<file path="src/rtl/arith_unit_digit_serial.sv">
// Digit-serial A + f(B) + cin unit: one DIGIT-bit slice per clock, carry held in a register,
// valid/ready handshake on both sides, carry/signed-overflow/zero flags.
module arith_unit_digit_serial #(
  parameter int WIDTH = 32,
  parameter int DIGIT = 8
) (
  input  logic             clk,
  input  logic             rst_n,
  input  logic             start_valid,
  output logic             start_ready,
  input  logic [WIDTH-1:0] a,
  input  logic [WIDTH-1:0] b,
  input  logic [1:0]       sel,
  input  logic             cin,
  output logic             res_valid,
  input  logic             res_ready,
  output logic [WIDTH-1:0] d,
  output logic             cout,
  output logic             ovf,
  output logic             zero
);

  localparam int N  = WIDTH / DIGIT;
  localparam int CW = (N > 1) ? $clog2(N) : 1;

  typedef enum logic [1:0] {
    IDLE = 2'd0,
    RUN  = 2'd1,
    DONE = 2'd2
  } state_t;

  state_t           state_r;
  state_t           state_nxt_s;
  logic [CW-1:0]    cnt_r;
  logic             carry_r;
  logic [WIDTH-1:0] a_r;
  logic [WIDTH-1:0] fb_r;
  logic [WIDTH-1:0] acc_r;
  logic [WIDTH-1:0] acc_nxt_s;
  logic [DIGIT-1:0] a_sl_s;
  logic [DIGIT-1:0] fb_sl_s;
  logic [DIGIT-1:0] sum_s;
  logic             c_out_s;
  logic             c_msb_s;
  logic             last_s;
  int               off_s;
  logic [WIDTH-1:0] d_r;
  logic             cout_r;
  logic             ovf_r;
  logic             zero_r;

  // B operand select: 00 zero, 01 B, 10 ~B, 11 all-ones.
  function automatic logic [WIDTH-1:0] sel_operand(input logic [1:0] s, input logic [WIDTH-1:0] bv);
    logic [WIDTH-1:0] r;
    case (s)
      2'b00:   r = {WIDTH{1'b0}};
      2'b01:   r = bv;
      2'b10:   r = ~bv;
      2'b11:   r = {WIDTH{1'b1}};
      default: r = {WIDTH{1'b0}};
    endcase
    return r;
  endfunction

  assign start_ready = (state_r == IDLE);
  assign res_valid   = (state_r == DONE);
  assign d           = d_r;
  assign cout        = cout_r;
  assign ovf         = ovf_r;
  assign zero        = zero_r;

  // Slice adder; carry into the slice MSB is recovered from sum ^ a ^ f(b) so DIGIT=1 needs no special case.
  always_comb begin
    off_s     = int'(cnt_r) * DIGIT;
    a_sl_s    = a_r[off_s +: DIGIT];
    fb_sl_s   = fb_r[off_s +: DIGIT];
    {c_out_s, sum_s} = {1'b0, a_sl_s} + {1'b0, fb_sl_s} + {{DIGIT{1'b0}}, carry_r};
    c_msb_s   = sum_s[DIGIT-1] ^ a_sl_s[DIGIT-1] ^ fb_sl_s[DIGIT-1];
    acc_nxt_s = acc_r;
    acc_nxt_s[off_s +: DIGIT] = sum_s;
    last_s    = (cnt_r == CW'(N - 1));
  end

  // State register.
  always_ff @(posedge clk or negedge rst_n) begin
    if (!rst_n) begin
      state_r <= IDLE;
    end else begin
      state_r <= state_nxt_s;
    end
  end

  // Next-state logic.
  always_comb begin
    state_nxt_s = state_r;
    case (state_r)
      IDLE: begin
        if (start_valid) state_nxt_s = RUN;
        else             state_nxt_s = IDLE;
      end
      RUN: begin
        if (last_s) state_nxt_s = DONE;
        else        state_nxt_s = RUN;
      end
      DONE: begin
        if (res_ready) state_nxt_s = IDLE;
        else           state_nxt_s = DONE;
      end
      default: state_nxt_s = IDLE;
    endcase
  end

  // Operand capture, slice accumulation and result/flag registers (results load only entering DONE).
  always_ff @(posedge clk or negedge rst_n) begin
    if (!rst_n) begin
      cnt_r   <= {CW{1'b0}};
      carry_r <= 1'b0;
      a_r     <= {WIDTH{1'b0}};
      fb_r    <= {WIDTH{1'b0}};
      acc_r   <= {WIDTH{1'b0}};
      d_r     <= {WIDTH{1'b0}};
      cout_r  <= 1'b0;
      ovf_r   <= 1'b0;
      zero_r  <= 1'b0;
    end else begin
      case (state_r)
        IDLE: begin
          if (start_valid) begin
            a_r     <= a;
            fb_r    <= sel_operand(sel, b);
            carry_r <= cin;
            cnt_r   <= {CW{1'b0}};
            acc_r   <= {WIDTH{1'b0}};
          end
        end
        RUN: begin
          acc_r   <= acc_nxt_s;
          carry_r <= c_out_s;
          if (last_s) begin
            cnt_r  <= {CW{1'b0}};
            d_r    <= acc_nxt_s;
            cout_r <= c_out_s;
            ovf_r  <= c_msb_s ^ c_out_s;
            zero_r <= (acc_nxt_s == {WIDTH{1'b0}});
          end else begin
            cnt_r  <= cnt_r + CW'(1);
          end
        end
        default: ;
      endcase
    end
  end

endmodule

</file>
<file path="config.mk">
export PLATFORM = sky130hd
export DESIGN_NAME = arith_unit_digit_serial
export DESIGN_NICKNAME = d
export VERILOG_FILES = /design/src/rtl/arith_unit_digit_serial.sv
export SDC_FILE = /design/constraint.sdc
export NUM_CORES = 1
export LEC_CHECK = 0
export BUFFER_PORTS_ARGS = -buffer_cell sky130_fd_sc_hd__buf_2
export CAP_MARGIN = 20
export CORE_MARGIN = 4
export CORE_UTILIZATION = 45
export DETAILED_ROUTE_END_ITERATION = 12
export PLACE_DENSITY = 0.66
export SKIP_CTS_REPAIR_TIMING = 1
export SYNTH_ARGS = -nofsm -noshare
export SYNTH_HDL_FRONTEND = slang
export SYNTH_SLANG_ARGS = --single-unit
</file>
<file path="constraint.sdc">
create_clock -name clk -period 4.3 [get_ports clk]
set_input_delay 0.86 -clock clk [delete_from_list [all_inputs] [get_ports clk]]
set_output_delay 0.86 -clock clk [all_outputs]
set_load 0.02 [all_outputs]
</file>
; Yosys cells after proc, flatten, opt, wreduce, memory -nomap -nowiden
; Cells that the tools add are included.
[totals]
out_inout_bits = 37
regBits = 136
[classes]
n_shift = 4
n_reduce_logical = 7
n_addsub = 4
bitwise = 4
eq_ne = 7
n_mux = 13
[op_table]
columns = operator, n
row1 = $pmux W32 S4, 1
row2 = $pmux W32 S2, 1
row3 = $shiftx A32 B6 Y8, 2
row4 = $neg A5 Y33, 1
row5 = $shift A8 B33 Y32 const A, 1
row6 = $shiftx A8 B33 Y32, 1
row7 = $bwmux W32, 1
row8 = $logic_not A32 Y1, 1
row9 = $mux W32, 1
row10 = $not A32 Y32, 1
row11 = $add A8 B8 Y9, 1
row12 = $add A9 B1 Y9, 1
row13 = $eq A2 B2 Y1 const B, 4
row14 = $mux W2, 4
row15 = $pmux W2 S3, 1
row16 = $reduce_and A2 Y1, 3
row17 = $eq A2 B1 Y1 const B, 2
row18 = $logic_not A2 Y1, 2
row19 = $pmux W2 S2, 1
row20 = $xor A1 B1 Y1, 3
row21 = $add A2 B1 Y2 const B, 1
row22 = $mux W1, 2
row23 = $ne A2 B2 Y1 const B, 1
row24 = $pmux W1 S2, 1
row25 = $reduce_bool A2 Y1, 1

; Logic depth before layout (Yosys ltp)
; Gate-level depths: netlist of the first run.
[depth]
word_depth = 6
ltp_mapped = 12

; Least setup slack after synthesis of the first run
; No wires, ideal clock.
[synth_timing]
path_type = register -> register
start = register cnt_r[0]
end = register zero_r, in the netlist zero
path_slack_ns = 0.849
setup_time_ns = 0.067
period_less_slack_ns = 3.451
required_time_ns = 4.233
path_stages_with_launch = 11
arrival_ns = 3.384
cell_sequence = dfrtp_1 -> buf_6 -> buf_2 -> mux4_2 -> fa_1 -> fa_1 -> a21o_1 -> a221oi_2 -> xnor2_1 -> o41ai_1 -> a32o_1
[synth_between]
elab_chain_cells = 6
[synth_lines]
columns = element, line_no
row1 = from (decl), 34  ; logic [CW-1:0] cnt_r;
row2 = from (signal assigned), 116  ; cnt_r <= {CW{1'b0}};
row3 = from (signal assigned), 132  ; cnt_r <= {CW{1'b0}};
row4 = from (signal assigned), 140  ; cnt_r <= {CW{1'b0}};
row5 = $shiftx A32 B6 Y8 (on tied branches), "75, 76"
row6 = $add A8 B8 Y9, 77  ; {c_out_s, sum_s} = {1'b0, a_sl_s} + {1'b0, fb_sl_s} + {{DIGIT{1'b0}}, carry_r};
row7 = $add A9 B1 Y9, 77
row8 = $shiftx A8 B33 Y32, 80  ; acc_nxt_s[off_s +: DIGIT] = sum_s;
row9 = $bwmux W32, 80
row10 = $logic_not A32 Y1, 144  ; zero_r <= (acc_nxt_s == {WIDTH{1'b0}});
row11 = to (signal assigned), 144
row12 = to (decl), 50  ; logic zero_r;
; Several ways; a longest one is shown, not always the timed one.
; A chain may end at the register's enable or synchronous reset.

; Worst setup path in the final report of the first run
[layout_timing]
start = register cnt_r[1]
end = register zero_r, in the netlist zero
; The elaborated chain is that of the path after synthesis.

==> run metrics, run 1 <==
Avg Cell Area, Syn 11.0 µm²; DP HPWL 11.4 mm; Setup CP Type reg2reg; Hold Violations, Final 0; Area Growth Syn to Fin 20.6%; final non-filler cell total 897; die area 16800 µm²; antenna cells 0; crit path cell chain mux4_2 > fa_1 > fa_1 > a21o_1 > a21oi_1 > xnor2_1 > a21oi_1 > and3_1 > a32o_1; Slew HR 44.4%; pre-CTS WS 0.876 ns; ys flop type dfrtp_1; clk_lat worst skew 0.41 ns; Reg-to-Reg Start cnt_r[1]; Nets 786; DIE WIDTH 130 µm; Post-DRT Antenna Nets 0; R2R cell count 9; register area share after synthesis 51.1%; commonest non-fill, non-tap cell in the layout dfrtp_1; Tightest Pin Transition 0.828 ns; crit path time final 3.45 ns; CP endpoint kind flip-flop; Worst R2R End zero; Crit-path slowest cell dfrtp_1; Detailed Route Iter0 Violations 244; Max clock buf depth 2; WL/cell 18.2 µm; number of global-route vias before repair 5171; CTS tree done; RSZ-0062 raised after global routing no; GR Util All Layers 20.5%; Avg Vias per Cell 5.61; CTS buffer count 17; gr ovfl total 0; max-cap viol count 0; number of distinct library cells after synthesis 48; status finished clean; Mapped Area 6660 µm²; Core Area 14500 µm²; share of cells above drive strength 1 28.5%; CP max stage delay 0.59 ns; Starting Density 45.8%; first-pass GRT wire length 26.7 mm; reg2reg setup slack 0.85 ns; drt drc 0; post-route setup slack 0.849 ns; drt total wl 16.3 mm; CP Max Fanout 11; row cnt 44; Max H-tree Level 4; Mapped Cells 605; IO Port Bufs 107; DRT Pass-1 Iters 5; data arrival time of the worst path 3.76 ns; setup tns final 0 ns; synthesis warning total 0; Async SR Flop Fraction 100%; routability cong. 0.835; Layout Skew 0.00788 ns; final slew viol count 0; synthesized net count 691; CP required 4.60 ns; Inst Count DP 865; Seq cells post-synth 136; Max Clk Rate 0.290 GHz; post-route clock period utilization 80.3%; initial antenna violation count 0; die height 130 µm; CP Launch Type flip-flop; IO Pins 108; Post-synth EDFFs 0; setup violators final 0; CTS sink cnt 136; root buffer cell clkbuf_16; Hold WC Path Type in2async; crit path launch cnt_r[1]; most frequent cells in the layout dfrtp_1 (136), buf_2 (106), a21oi_1 (68), nand2_1 (47), nor2_1 (42); vias 5036; largest net degree at the start of global routing 73; Worst-path clk slew 0.06 ns
## per-layer routing
metal / vias to the layer above / part of all wire (%) / GRT usage (%)
met2: 176 / 49 / 33.2
met1: 2471 / 42 / 26.7
met3: 29 / 6.0 / 4.99
met4: 0 / 2.6 / 7.64
met5: - / 0 / 0
li1: 2360 / - / -
## metrics by stage
step	utilization, %	hold WS (ns)	cell area [µm²]
2_1_floorplan	-	0.458	6660
3_3_place_gp	50.6	0.461	7350
4_1_cts	55.2	0.478	8030
6_report	55.2	0.470	8030
3_5_place_dp	50.6	0.466	7350
5_1_grt	55.2	0.501	8030
## state kept, by name, indices dropped and copies added (netlist names)
name,flops
zero,1
d,32
cnt_r,2
ovf,1
acc_r,32
fb_r,32
cout,1
a_r,32
carry_r,1
state_r,2
## critical path, delay by kind of cell (launching register included)
family                   cells  cell delay [ns]
AO/OA/AOI/OAI                4             0.86
flip-flops                   1             0.59
multiplexers                 1             0.39
AND/OR/NAND/NOR              1             0.22
XOR/XNOR                     1             0.39
adder cells (fa/ha/maj)      2             0.87
## logic make-up (layout without fill, tap and decap cells)
family                   after synthesis  in the layout  synth area share (%)
flip-flops                           136            136                  51.1
adder cells (fa/ha/maj)               15             15                  3.05
AO/OA/AOI/OAI                        162            162                  14.7
XOR/XNOR                               6              6                 0.789
multiplexers                          80             80                  15.6
buffers and inverters                 49            157                  2.97
AND/OR/NAND/NOR                      157            157                  11.7
## cells in the mapped netlist (13+ instances only)
| cell type | n | share of area, % |
|---|---|---|
| dfrtp_1 | 136 | 51 |
| a21oi_1 | 68 | 5.1 |
| nand2_1 | 47 | 2.7 |
| nor2_1 | 42 | 2.4 |
| o21ai_0 | 39 | 2.9 |
| nor2b_1 | 37 | 3.5 |
| mux2_2 | 32 | 5.4 |
| mux2i_1 | 32 | 4.8 |
| clkbuf_1 | 29 | 1.6 |
| a22o_1 | 24 | 3.2 |
| mux4_2 | 16 | 5.4 |
| ha_1 | 13 | 2.4 |
## worst max path at each step
stage,endpoint,slack [ns],depth (start not counted)
2_1_floorplan,zero,0.85,10
3_3_place_gp,zero,0.95,9
3_5_place_dp,zero,0.88,9
5_1_grt,zero,0.62,9
4_1_cts,zero,0.84,9
6_report,zero,0.85,9
## layout make-up
cell class / instances / area, µm²
clock buffer: 21 / 460
clock inverter: 11 / 218
fill: 1295 / 6510
inverter: 5 / 18.8
multi-input combinational: 420 / 3060
sequential: 136 / 3400
tap: 184 / 230
timing repair buffer: 120 / 639
Power of run 1 is not shown: default switching activity piles up to over one toggle a cycle in this logic, so the estimate is an artifact.
==> run 2, diff against run 1 <==
clock period = 3.2 ns   (was 4.3 ns; I/O delays follow)
==> run metrics, run 2 (same netlist as run 1, synthesis figures left out) <==
initial antenna violation count 0 (unchanged); vias 5014 (-0.44%); Slew HR 52.6% (+8.2 points); DP HPWL 11.3 mm (-0.50%); Max Clk Rate 0.327 GHz (+13%); most frequent cells in the layout dfrtp_1 (135), buf_2 (106), a21oi_1 (66), nand2_1 (47), nor2_1 (42); Nets 798 (+1.5%); Setup CP Type reg2reg; Crit-path slowest cell fa_2; CP dominant cell by count fa_2; CTS tree done; max-cap viol count 0 (unchanged); die height 130 µm (unchanged); root buffer cell clkbuf_16; gr ovfl total 0 (unchanged); post-route clock period utilization 95.5% (+15 points); CP max stage delay 0.54 ns (-0.05 ns); final slew viol count 0 (unchanged); die area 16800 µm² (unchanged); routability cong. 0.843 (+0.95%); Worst-path clk slew 0.06 ns (about the same); CP required 3.51 ns (-1.09 ns); Area Growth Syn to Fin 22.4%; row cnt 44 (unchanged); Detailed Route Iter0 Violations 255 (+4.5%); DRT Pass-1 Iters 5 (unchanged); crit path time final 3.06 ns (-0.395 ns); first-pass GRT wire length 26.4 mm (-1.2%); DIE WIDTH 130 µm (unchanged); CP endpoint kind flip-flop; Largest delay share family, worst path adder cells; data arrival time of the worst path 3.37 ns (-0.39 ns); CP bufs+invs 0 (unchanged); FILL cells 1266 (-2.2%); drt drc 0 (unchanged); largest net degree at the start of global routing 75 (+2.7%); Max clock buf depth 2 (unchanged); Avg Vias per Cell 5.53 (-1.5%); commonest non-fill, non-tap cell in the layout dfrtp_1; status finished clean; GR Util All Layers 20.3% (-0.15 points); antenna cells 0 (unchanged); Starting Density 45.8% (unchanged); Sequential Area 3400 µm² (about the same); WL/cell 17.7 µm (-2.7%); Hold Violations, Final 0 (unchanged); crit path cell chain mux4_2 > fa_2 > fa_2 > nor2b_1 > a41oi_1 > nand4_1 > nor2_1 > and3_1 > a32o_1; share of cells above drive strength 1 30.8% (+2.4 points); Core Area 14500 µm² (unchanged); Layout Skew 0.00744 ns (-0.000448 ns); Hold WC Path Type in2async; CTS sink cnt 136 (unchanged); Multi-input gate area 3100 µm² (+1.5%); clk_lat worst skew 0.42 ns (about the same); CTS buffer count 17 (unchanged); number of global-route vias before repair 5195 (+0.46%); drt total wl 16.0 mm (-1.6%); IO Port Bufs 107 (unchanged); setup tns final 0 ns (unchanged); Max H-tree Level 4 (unchanged); IO Pins 108 (unchanged); Post-DRT Antenna Nets 0 (unchanged); CP Max Fanout 4 (-7); RSZ-0062 raised after global routing no; CP Launch Type flip-flop; setup violators final 0 (unchanged); Tightest Pin Transition 0.711 ns (-0.116 ns)
-- run 2: through the flow --
step / utilization [%] / setup WS, ns / instance area [µm²] / hold WS (ns) / cells
2_1_floorplan: - / 0.00842 / 6700 / 0.344 / 605
3_3_place_gp: 51.6 / 0.113 / 7500 / 0.460 / 877
3_5_place_dp: 51.6 / 0.0291 / 7500 / 0.466 / 877
4_1_cts: 55.9 / 0.00388 / 8130 / 0.271 / 907
5_1_grt: 56.1 / 0.00806 / 8150 / 0.292 / 907
6_report: 56.1 / 0.144 / 8150 / 0.238 / 907
-- run 2: layout make-up --
type,count,share of cell area [%]
clock inverter,11,2.12
clock buffer,19,5.56
tap,184,2.82
sequential,136,41.8
inverter,5,0.230
timing repair buffer,132,9.41
multi-input combinational,420,38.1
-- run 2: final timing paths --
check | cells after the start | slack (ns) | start | endpoint
worst max-delay path | 9 | 0.14 | cnt_r[0] | zero
worst min-delay path | 1 | 0.24 | rst_n | acc_r[8]
worst max register to register | 9 | 0.14 | cnt_r[0] | zero
worst min register to register | 2 | 0.47 | d[12] | d[12]
max in group asynchronous | 2 | 2.15 | rst_n | cnt_r[0]
min in group clk | 2 | 0.41 | res_ready | state_r[1]
-- run 2: per-layer routing --
| layer | up-vias | global-route usage [%] | share of wire, % |
|---|---|---|---|
| met4 | 0 | 6.42 | 1.7 |
| met3 | 23 | 5.56 | 5.7 |
| met1 | 2448 | 26.1 | 44 |
| met2 | 141 | 33.6 | 49 |
| li1 | 2402 | - | - |
| met5 | - | 0 | 0 |
Power of run 2 is left out for the same reason.
